$ cat config.mk
export PLATFORM = sky130hd
export DESIGN_NAME = product_display
export DESIGN_NICKNAME = d
export VERILOG_FILES = /design/src/rtl/display_pkg.sv /design/src/rtl/bcd_seg_decoder.sv /design/src/rtl/product_display.sv
export SDC_FILE = /design/constraint.sdc
export NUM_CORES = 1
export LEC_CHECK = 0
export ABC_CLOCK_PERIOD_IN_PS = 1800
export CAP_MARGIN = 20
export CORE_AREA = 10 10 90 92
export CTS_BUF_LIST = sky130_fd_sc_hd__clkbuf_16
export DETAILED_ROUTE_END_ITERATION = 16
export DIE_AREA = 0 0 100 102
export PLACE_DENSITY = 0.73
export SLEW_MARGIN = 20
export SYNTH_ARGS = -nofsm -noshare
export SYNTH_HDL_FRONTEND = slang
export SYNTH_SLANG_ARGS = --single-unit
export TNS_END_PERCENT = 30
$ cat constraint.sdc
create_clock -name clk -period 1.8 [get_ports clk]
set_input_delay 0.36 -clock clk [delete_from_list [all_inputs] [get_ports clk]]
set_output_delay 0.36 -clock clk [all_outputs]
set_load 0.05 [all_outputs]
$ cat src/rtl/display_pkg.sv
// Shared types and constants for the product display stage.
package display_pkg;

  localparam int unsigned BCD_W = 12;

  typedef enum logic [1:0] {IDLE, CONVERT, LOAD} state_e;

  // Active-high segment patterns, bit order g,f,e,d,c,b,a
  localparam logic [6:0] SEG_0     = 7'b0111111;
  localparam logic [6:0] SEG_1     = 7'b0000110;
  localparam logic [6:0] SEG_2     = 7'b1011011;
  localparam logic [6:0] SEG_3     = 7'b1001111;
  localparam logic [6:0] SEG_4     = 7'b1100110;
  localparam logic [6:0] SEG_5     = 7'b1101101;
  localparam logic [6:0] SEG_6     = 7'b1111101;
  localparam logic [6:0] SEG_7     = 7'b0000111;
  localparam logic [6:0] SEG_8     = 7'b1111111;
  localparam logic [6:0] SEG_9     = 7'b1101111;
  localparam logic [6:0] SEG_BLANK = 7'b0000000;

  localparam logic [2:0] DIG_UNITS    = 3'b001;
  localparam logic [2:0] DIG_TENS     = 3'b010;
  localparam logic [2:0] DIG_HUNDREDS = 3'b100;

  // One double-dabble step: correct BCD nibbles >= 5, then shift left
  function automatic logic [19:0] dabble_step(input logic [19:0] s);
    logic [19:0] t;
    t = s;
    for (int i = 2; i < 5; i++) begin
      if (t[i*4 +: 4] >= 4'd5) t[i*4 +: 4] = t[i*4 +: 4] + 4'd3;
    end
    return {t[18:0], 1'b0};
  endfunction

endpackage

$ cat src/rtl/bcd_seg_decoder.sv
// Combinational BCD nibble to 7-segment decoder with blanking.
module bcd_seg_decoder
  import display_pkg::*;
(
  input  logic [3:0] nibble,
  input  logic       blank,
  output logic [6:0] seg
);

  // Decode digit; forced blank and non-decimal codes produce dark segments
  always_comb begin
    seg = SEG_BLANK;
    if (!blank) begin
      unique case (nibble)
        4'd0:    seg = SEG_0;
        4'd1:    seg = SEG_1;
        4'd2:    seg = SEG_2;
        4'd3:    seg = SEG_3;
        4'd4:    seg = SEG_4;
        4'd5:    seg = SEG_5;
        4'd6:    seg = SEG_6;
        4'd7:    seg = SEG_7;
        4'd8:    seg = SEG_8;
        4'd9:    seg = SEG_9;
        default: seg = SEG_BLANK;
      endcase
    end
  end

endmodule

$ cat src/rtl/product_display.sv
// Captures the multiplier product on READY rising, converts it to BCD with a
// sequential double-dabble, and scans the result onto a 3-digit display.
module product_display
  import display_pkg::*;
#(
  parameter int unsigned SCAN_DIV      = 16,
  parameter bit          BLANK_LEADING = 1'b1
) (
  input  logic             clk,
  input  logic             RESET,
  input  logic             READY,
  input  logic [7:0]       AQ,
  output logic             BUSY,
  output logic             VALID,
  output logic [BCD_W-1:0] BCD,
  output logic [6:0]       SEG,
  output logic [2:0]       DIGIT_EN
);

  state_e      state_q;
  logic        ready_q;
  logic [19:0] shift_q;
  logic [3:0]  step_q;
  logic        trigger;

  assign trigger = READY & ~ready_q;

  // Conversion FSM: capture, eight dabble steps, then publish the result
  always_ff @(posedge clk) begin
    if (RESET) begin
      state_q <= IDLE;
      ready_q <= 1'b1;  // READY already high at reset release must not trigger
      shift_q <= '0;
      step_q  <= '0;
      BUSY    <= 1'b0;
      VALID   <= 1'b0;
      BCD     <= '0;
    end else begin
      ready_q <= READY;
      case (state_q)
        IDLE: begin
          if (trigger) begin
            shift_q <= {12'b0, AQ};
            step_q  <= '0;
            VALID   <= 1'b0;
            BUSY    <= 1'b1;
            state_q <= CONVERT;
          end
        end
        CONVERT: begin
          shift_q <= dabble_step(shift_q);
          step_q  <= step_q + 4'd1;
          if (step_q == 4'd7) state_q <= LOAD;
        end
        LOAD: begin
          BCD     <= shift_q[19:8];
          VALID   <= 1'b1;
          BUSY    <= 1'b0;
          state_q <= IDLE;
        end
        default: state_q <= IDLE;
      endcase
    end
  end

  logic [15:0] div_q;
  logic [1:0]  idx_q;
  logic [1:0]  idx_next;
  logic [3:0]  nibble;
  logic        blank;
  logic [2:0]  en_next;
  logic [6:0]  seg_next;
  logic        wrap;

  assign wrap = (div_q == 16'(SCAN_DIV - 1));

  // Select the digit that becomes active on the next wrap, with blanking
  always_comb begin
    idx_next = (idx_q == 2'd2) ? 2'd0 : idx_q + 2'd1;
    nibble   = BCD[3:0];
    blank    = 1'b0;
    en_next  = DIG_UNITS;
    case (idx_next)
      2'd1: begin
        nibble  = BCD[7:4];
        blank   = BLANK_LEADING && (BCD[11:8] == 4'd0) && (BCD[7:4] == 4'd0);
        en_next = DIG_TENS;
      end
      2'd2: begin
        nibble  = BCD[11:8];
        blank   = BLANK_LEADING && (BCD[11:8] == 4'd0);
        en_next = DIG_HUNDREDS;
      end
      default: ;
    endcase
  end

  bcd_seg_decoder u_dec (
    .nibble (nibble),
    .blank  (blank),
    .seg    (seg_next)
  );

  // Scan divider; outputs refresh only on the wrap edge
  always_ff @(posedge clk) begin
    if (RESET) begin
      div_q    <= '0;
      idx_q    <= '0;
      DIGIT_EN <= DIG_UNITS;
      SEG      <= SEG_0;
    end else if (wrap) begin
      div_q    <= '0;
      idx_q    <= idx_next;
      DIGIT_EN <= en_next;
      SEG      <= seg_next;
    end else begin
      div_q <= div_q + 16'd1;
    end
  end

endmodule

==> results by group, run 1 <==
Run status
  • Status: finished clean

Critical path
  • Reg2Reg Depth: 6
  • CP Max Fanout: 6
  • CP required: between 2000 and 2500 ps
  • Critical path startpoint: DIGIT_EN[1]$_SDFFE_PP0N_
  • Critical path class: reg2reg
  • FF-to-FF Start: DIGIT_EN[1]$_SDFFE_PP0N_
  • Worst Setup End Kind: flip-flop
  • CP startpoint kind: flip-flop
  • Crit path DAT: around 2000 ps

STA
  • Final Worst Setup Slack: 14.2 ps
  • Crit path time final: about 1800 ps
  • Setup TNS: 0 ps
  • Slew @ Worst Pin: about 530 ps
  • Final setup violation count: 0
  • Final period util: between 90 and 100%
  • Final hold vios: 0
  • Pins Over Slew Limit: 0
  • Setup Skew: 5.79 ps
  • Slew headroom: between 60% and 70%
  • RSZ-0062 raised after global routing: yes
  • Final hold slack: approximately 450 ps
  • Max Fclk: 0.560 GHz

Floorplanning
  • Row count: 29
  • Die H: just over 100 um
  • Width of the die: about 100 um
  • I/O pins: 35
  • Die area: 0.0102 mm2
  • Initial Util: about 49%
  • Core ar.: between 0.006 and 0.007 mm2

Logic synthesis
  • Mapped Nets: just under 400
  • Post-synth top area share: 43.6%
  • Post-synthesis average cell area: between 8 and 9 um2
  • Synth area leader: dfxtp_1
  • Main synth FF type: dfxtp_1
  • FFs w/ async S/R, synth: 0%
  • Mapped Area: ~0.0031 mm2
  • YS warnings: 0
  • Yosys cell types: 40
  • Synth top cells by count: dfxtp_1, nand2_1, nor2_1
  • Most area-consuming cells after synthesis: dfxtp_1, nand2_1, a21oi_1
  • Gate Count Post-Synth: ~360
  • Seq cells post-synth: 67
  • Sequential fraction of the synthesis area: 43.6%
  • Post-synth EDFFs: 0
  • Most frequent cell after synthesis: dfxtp_1

Global routing
  • Initial antenna violation count: 0
  • Grt total ovfl: 0
  • First-pass GRT wire length: approximately 11000 um
  • GRT Resource Usage Total: between 10% and 20%
  • Largest net degree at the start of global routing: 50
  • Vias in the first global route: between 2000 and 2500

Clocking
  • Worst-Skew Late Latency: 330 ps
  • Clk slew on worst S/H paths: approximately 60 ps
  • Total CTS buffers: 9
  • Clock Sinks: 67
  • Clk buf depth: 2
  • Post-CTS Setup Inserts: 0
  • CTS tree: done
  • Clock root buffer: clkbuf_16
  • H-tree Lvls: 3

Power and ir drop
  • Sw frac: a little over a fifth
  • Sequential Power Share: 43.3%
  • Pwr Total: approximately 3.5 mW
  • Max IR drop VDD: 0.560 mV
  • Clock group share of total power: 52.8%
  • Leakage: between 1.5 and 2 nW
  • Cell Pwr Density: between 900 and 1000 mW/mm2
  • P_sw: roughly 0.74 mW
  • P_int: about 2.8 mW
  • Combinational share of power: roughly 3.9%

Finish
  • Share of layout cells above drive strength 1: between 10% and 20%
  • FILL cells: approximately 540
  • Core Util, Final: 61.9%
  • ANT cells: 0
  • Area Overhead vs Synth: 26.2%
  • Final #Nets: roughly 420

Routing
  • # DRC: 0
  • Starting DRT DRC Count: roughly 170
  • DR vias: roughly 2600
  • Avg WL per Cell: about 14 um
  • Final ANT Viol Nets: 0
  • Detailed-route wire length: between 6000 and 7000 um
  • Pre-antenna DRT Iters: 4
  • Via density: roughly 5.3

Worst hold path
  • Hold Path Class: reg2reg
  • Worst hold start: shift_q[7]$_SDFFE_PP0P_
  • Hold Crit Depth: 2

Flow run
  • Max-capacitance violation count: 0

Place
  • GPL Wtd Cong: between 0.8 and 0.9
  • Port buffer count: 34
  • Post-DP HPWL: approximately 4600 um
  • Place WS: -218 ps
[area by class of cell]
type / count / area (um2) / area share (%)
Timing Repair Buffer: 48 / 423 / 10.9
Multi-Input combinational cell: 264 / 1660 / 42.7
Clock inverter: 7 / 92.6 / 2.38
Sequential cell: 67 / 1350 / 34.8
Clock buffer: 9 / 225 / 5.80
Tap cell: 77 / 96.3 / 2.48
Inverter: 10 / 37.5 / 0.966
[metal layers]
metal / track usage, % / part of all wire (%)
met5: 0 / 0
met3: 5.40 / 4.5
met1: 14.9 / 43
met2: 24.2 / 51
met4: 4.89 / 1.0
[cells by family (layout without fill, tap and decap cells)]
logic type,Yosys count,in the layout,share of synthesized area [%]
flip-flops,67,67,43.6
AND/OR/NAND/NOR,154,154,22.9
XOR/XNOR,21,21,5.98
AO/OA/AOI/OAI,65,65,12.9
multiplexers,11,11,4.84
adder cells (fa/ha/maj),13,13,5.29
buffers and inverters,31,74,4.43
[flip-flops by register name, indices dropped and copies added (netlist names)]
register,count
DIGIT_EN,3
div_q,16
SEG,7
VALID,1
shift_q,20
ready_q,1
BCD,12
BUSY,1
state_q,2
step_q,4
[worst max-delay path: stages (launching register included)]
cell     delay [ps]
dfxtp_4         390
mux2_4          330
mux2i_4         260
ha_2            230
mux2_4          140
nand2_2          40
a221o_1         290
[per-stage QoR]
stage | cell area [um2] | std cells
floorplan | 3110 | 362
global placement | 3530 | 466
detailed placement | 3530 | 466
CTS | 3850 | 482
global route | 3880 | 482
finish | 3880 | 482
[power groups by stage]
stage	Sequential (mW)	Combinational (mW)	Clock, mW
after CTS	1.52	0.139	1.89
after global placement	1.55	0.136	0
after detailed placement	1.55	0.138	0
after global routing	1.53	0.153	1.96
final	1.52	0.138	1.86
after floorplan	1.55	0.0781	0
[layout by cell type (no fill, tap or decap), drive strengths merged, types with 5 or more instances in the layout]
cell type,n
a21oi,35
a311oi,7
and3,8
buf,38
clkbuf,9
clkdlybuf4s50,10
dfxtp,67
ha,13
inv,12
mux2,5
mux2i,6
nand2,58
nand2b,5
nand3,15
nor2,39
nor3,9
o21ai,9
xnor2,8
xor2,13
[final timing paths]
path                                           endpoint  slack (ps)
worst max-delay path                SEG[0]$_SDFFE_PP1N_          10
worst max register to register      SEG[0]$_SDFFE_PP1N_          10
worst min-delay path            shift_q[8]$_SDFFE_PP0P_         450
worst min register to register  shift_q[8]$_SDFFE_PP0P_         450
[what timing repair did]
| item | 4_1_cts | 5_1_grt |
|---|---|---|
| resized for setup | 0 | 8 |
| hold buffers | 0 | 0 |
| setup endpoints to repair | 0 | 6 |
Power figures use the tool's default switching activity.
==> run 2, diff against run 1 <==
--- a/config.mk
+++ b/config.mk
@@ -7,11 +7,12 @@
 export LEC_CHECK = 0
 export ABC_CLOCK_PERIOD_IN_PS = 1800
 export CAP_MARGIN = 20
-export CORE_AREA = 10 10 90 92
+export CORE_AREA = 10 10 99 84
 export CTS_BUF_LIST = sky130_fd_sc_hd__clkbuf_16
 export DETAILED_ROUTE_END_ITERATION = 16
-export DIE_AREA = 0 0 100 102
+export DIE_AREA = 0 0 109 94
 export PLACE_DENSITY = 0.73
+export REMOVE_ABC_BUFFERS = 1
 export SLEW_MARGIN = 20
 export SYNTH_ARGS = -nofsm -noshare
 export SYNTH_HDL_FRONTEND = slang
==> results by group, run 2 (synthesized netlist as in run 1, its figures left out) <==
Global routing
  • GRT Resource Usage Total: 14.4% (+0.64 points)
  • Initial antenna violation count: 0 (unchanged)
  • Largest net degree at the start of global routing: 23 (-54%)
  • Met3 GRT Util: 4.46% (-0.94 points)
  • GRT busiest layer: met2
  • M1 GR Usage: 17.7% (+2.9 points)
  • Grt total ovfl: 0 (unchanged)
  • First-pass GRT wire length: 12000 um (+4.4%)
  • M2 GR Usage: 22.6% (-1.6 points)
  • Vias in the first global route: 2558 (+3.4%)

Power and ir drop
  • Leakage: 1.60 nW (+5.9%)
  • Pwr Total: 3.67 mW (+4.4%)
  • Max IR drop VDD: 0.657 mV (+17%)
  • Cell Pwr Density: 906 mW/mm2 (about the same)

Critical path
  • Bufs and invs on worst path: 1 (+1)
  • Crit path DAT: 1980 ps (-30 ps)
  • Crit-path max cell delay: 370 ps (-20 ps)
  • CP required: 2020 ps (about the same)
  • Slowest cell on the critical path: dfxtp_4
  • Crit path max-delay family: multiplexers
  • Critical path class: reg2reg
  • Worst path cell trace: mux2_2 > mux2i_1 > buf_4 > ha_1 > mux2_4 > nand2_1 > a221o_1
  • CP startpoint kind: flip-flop
  • Worst Setup End Kind: flip-flop
  • CP Max Fanout: 5 (-1)

Routing
  • Starting DRT DRC Count: 160 (-7.0%)
  • Via density: 5.30 (-0.42%)
  • # DRC: 0 (unchanged)
  • Detailed-route wire length: 7170 um (+4.5%)
  • Pre-antenna DRT Iters: 4 (unchanged)
  • Avg WL per Cell: 14.2 um (-0.21%)
  • DR vias: 2674 (+4.3%)
  • Final ANT Viol Nets: 0 (unchanged)

Clocking
  • Clock root buffer: clkbuf_16
  • Clk buf depth: 2 (unchanged)
  • CTS tree: done
  • Worst-Skew Late Latency: 330 ps (about the same)
  • Total CTS buffers: 9 (unchanged)
  • H-tree Lvls: 3 (unchanged)
  • Clk slew on worst S/H paths: 50 ps (about the same)
  • Hold buffers post-CTS: 0 (unchanged)
  • Clock Sinks: 67 (unchanged)

Finish
  • Area Overhead vs Synth: 31.8%
  • Top Registers: shift_q: 20 flops, div_q: 16 flops, BCD: 12 flops
  • Share of layout cells above drive strength 1: 21.4% (+2.1 points)
  • ANT cells: 0 (unchanged)
  • Most frequent cells in the layout: dfxtp_1, nand2_1, buf_4, nor2_1, a21oi_1
  • Largest reg by FF count: shift_q
  • Register area: 0.00135 mm2 (-0.46%)
  • Post-route cell area: 0.00405 mm2 (+4.4%)
  • Final #Nets: 440 (+3.8%)
  • Max FFs per register: 20 (unchanged)
  • Commonest non-fill, non-tap cell in the layout: dfxtp_1
  • Core Util, Final: 64.6% (+2.7 points)
  • FILL cells: 499 (-6.9%)
  • Multi-input gate area: 0.00166 mm2 (+0.23%)

STA
  • RSZ-0062 raised after global routing: yes
  • Final hold vios: 0 (unchanged)
  • Pins Over Slew Limit: 0 (unchanged)
  • Slew headroom: 63.6% (-0.84 points)
  • Crit path time final: 1760 ps (-22.7 ps)
  • Final setup violation count: 0 (unchanged)
  • Setup Skew: 7.99 ps (+2.20 ps)
  • Slew @ Worst Pin: 546 ps (+12.6 ps)
  • Final period util: 97.9% (-1.3 points)
  • Max Fclk: 0.567 GHz (+1.3%)

Floorplanning
  • Die H: 94 um (-7.8%)
  • Row count: 26 (-10%)
  • I/O pins: 35 (unchanged)
  • Core ar.: 0.00628 mm2 (about the same)
  • Width of the die: 109 um (+9.0%)
  • Initial Util: 49.0% (about the same)
  • Die area: 0.0102 mm2 (+0.45%)

Place
  • Placement Cell Area: 0.00361 mm2 (+2.3%)
  • Post-DP HPWL: 4900 um (+7.1%)
  • GPL Wtd Cong: 0.844 (+3.9%)
  • Port buffer count: 34 (unchanged)

Worst hold path
  • Hold Path Class: reg2reg

Flow run
  • Max-capacitance violation count: 0 (unchanged)

Run status
  • Status: finished clean
[run 2: cell types whose count changed in the layout (fill, tap and decap cells not counted), moves of 2 or more]
| cell | change |
|---|---|
| dfxtp_2 | -5 |
| dfxtp_1 | +5 |
| buf_4 | +13 |
| clkinvlp_4 | -2 |
| clkinv_4 | +2 |
| buf_6 | +2 |
[run 2: power breakdown]
part / switching [mW] / internal [mW] / leakage [nW]
Clock: 0.657 / 1.35 / 0.167
Combinational: 0.0790 / 0.0644 / 0.893
Sequential: 0.0156 / 1.51 / 0.543
[run 2: repair_timing]
item / 4_1_cts / 5_1_grt
setup endpoints to repair: 4 / 7
pin swaps: 0 / 5
resized for setup: 1 / 16
buffers inserted: 1 / 2
cloned: 0 / 0
[run 2: area by class of cell]
cell class,instances,share of cell area (%)
multi-input cells,264,41.0
flip-flops and latches,67,33.2
repair buffers,64,13.9
clock buffers,9,5.56
clock inverters,7,2.87
well taps,84,2.59
inverters,10,0.926
[run 2: metrics by stage]
step | hold slack (ps) | TNS [ps] | std cells | setup WS [ps]
after floorplan | 413 | -4780 | 341 | -454
after global placement | 426 | -2400 | 486 | -181
after detailed placement | 439 | -2620 | 486 | -194
after CTS | 469 | 0 | 503 | 28.6
after global routing | 500 | -80.2 | 505 | -33.5
final | 465 | 0 | 505 | 36.9
[run 2: worst paths after layout]
path	depth (start not counted)	slack [ps]	startpoint	endpoint
worst max-delay path	7	40	DIGIT_EN[1]$_SDFFE_PP0N_	SEG[0]$_SDFFE_PP1N_
worst min-delay path	1	460	div_q[0]$_SDFF_PP0_	div_q[0]$_SDFF_PP0_
worst max register to register	7	40	DIGIT_EN[1]$_SDFFE_PP0N_	SEG[0]$_SDFFE_PP1N_
worst min register to register	1	460	div_q[0]$_SDFF_PP0_	div_q[0]$_SDFF_PP0_
[run 2: metal layers]
metal  up-vias  part of all wire (%)  wire, um
li1       1353                     -         -
met1      1265                    46      3330
met2        42                    47      3400
met3        14                   4.3       305
met4         0                   2.0       145
met5         -                     0         0
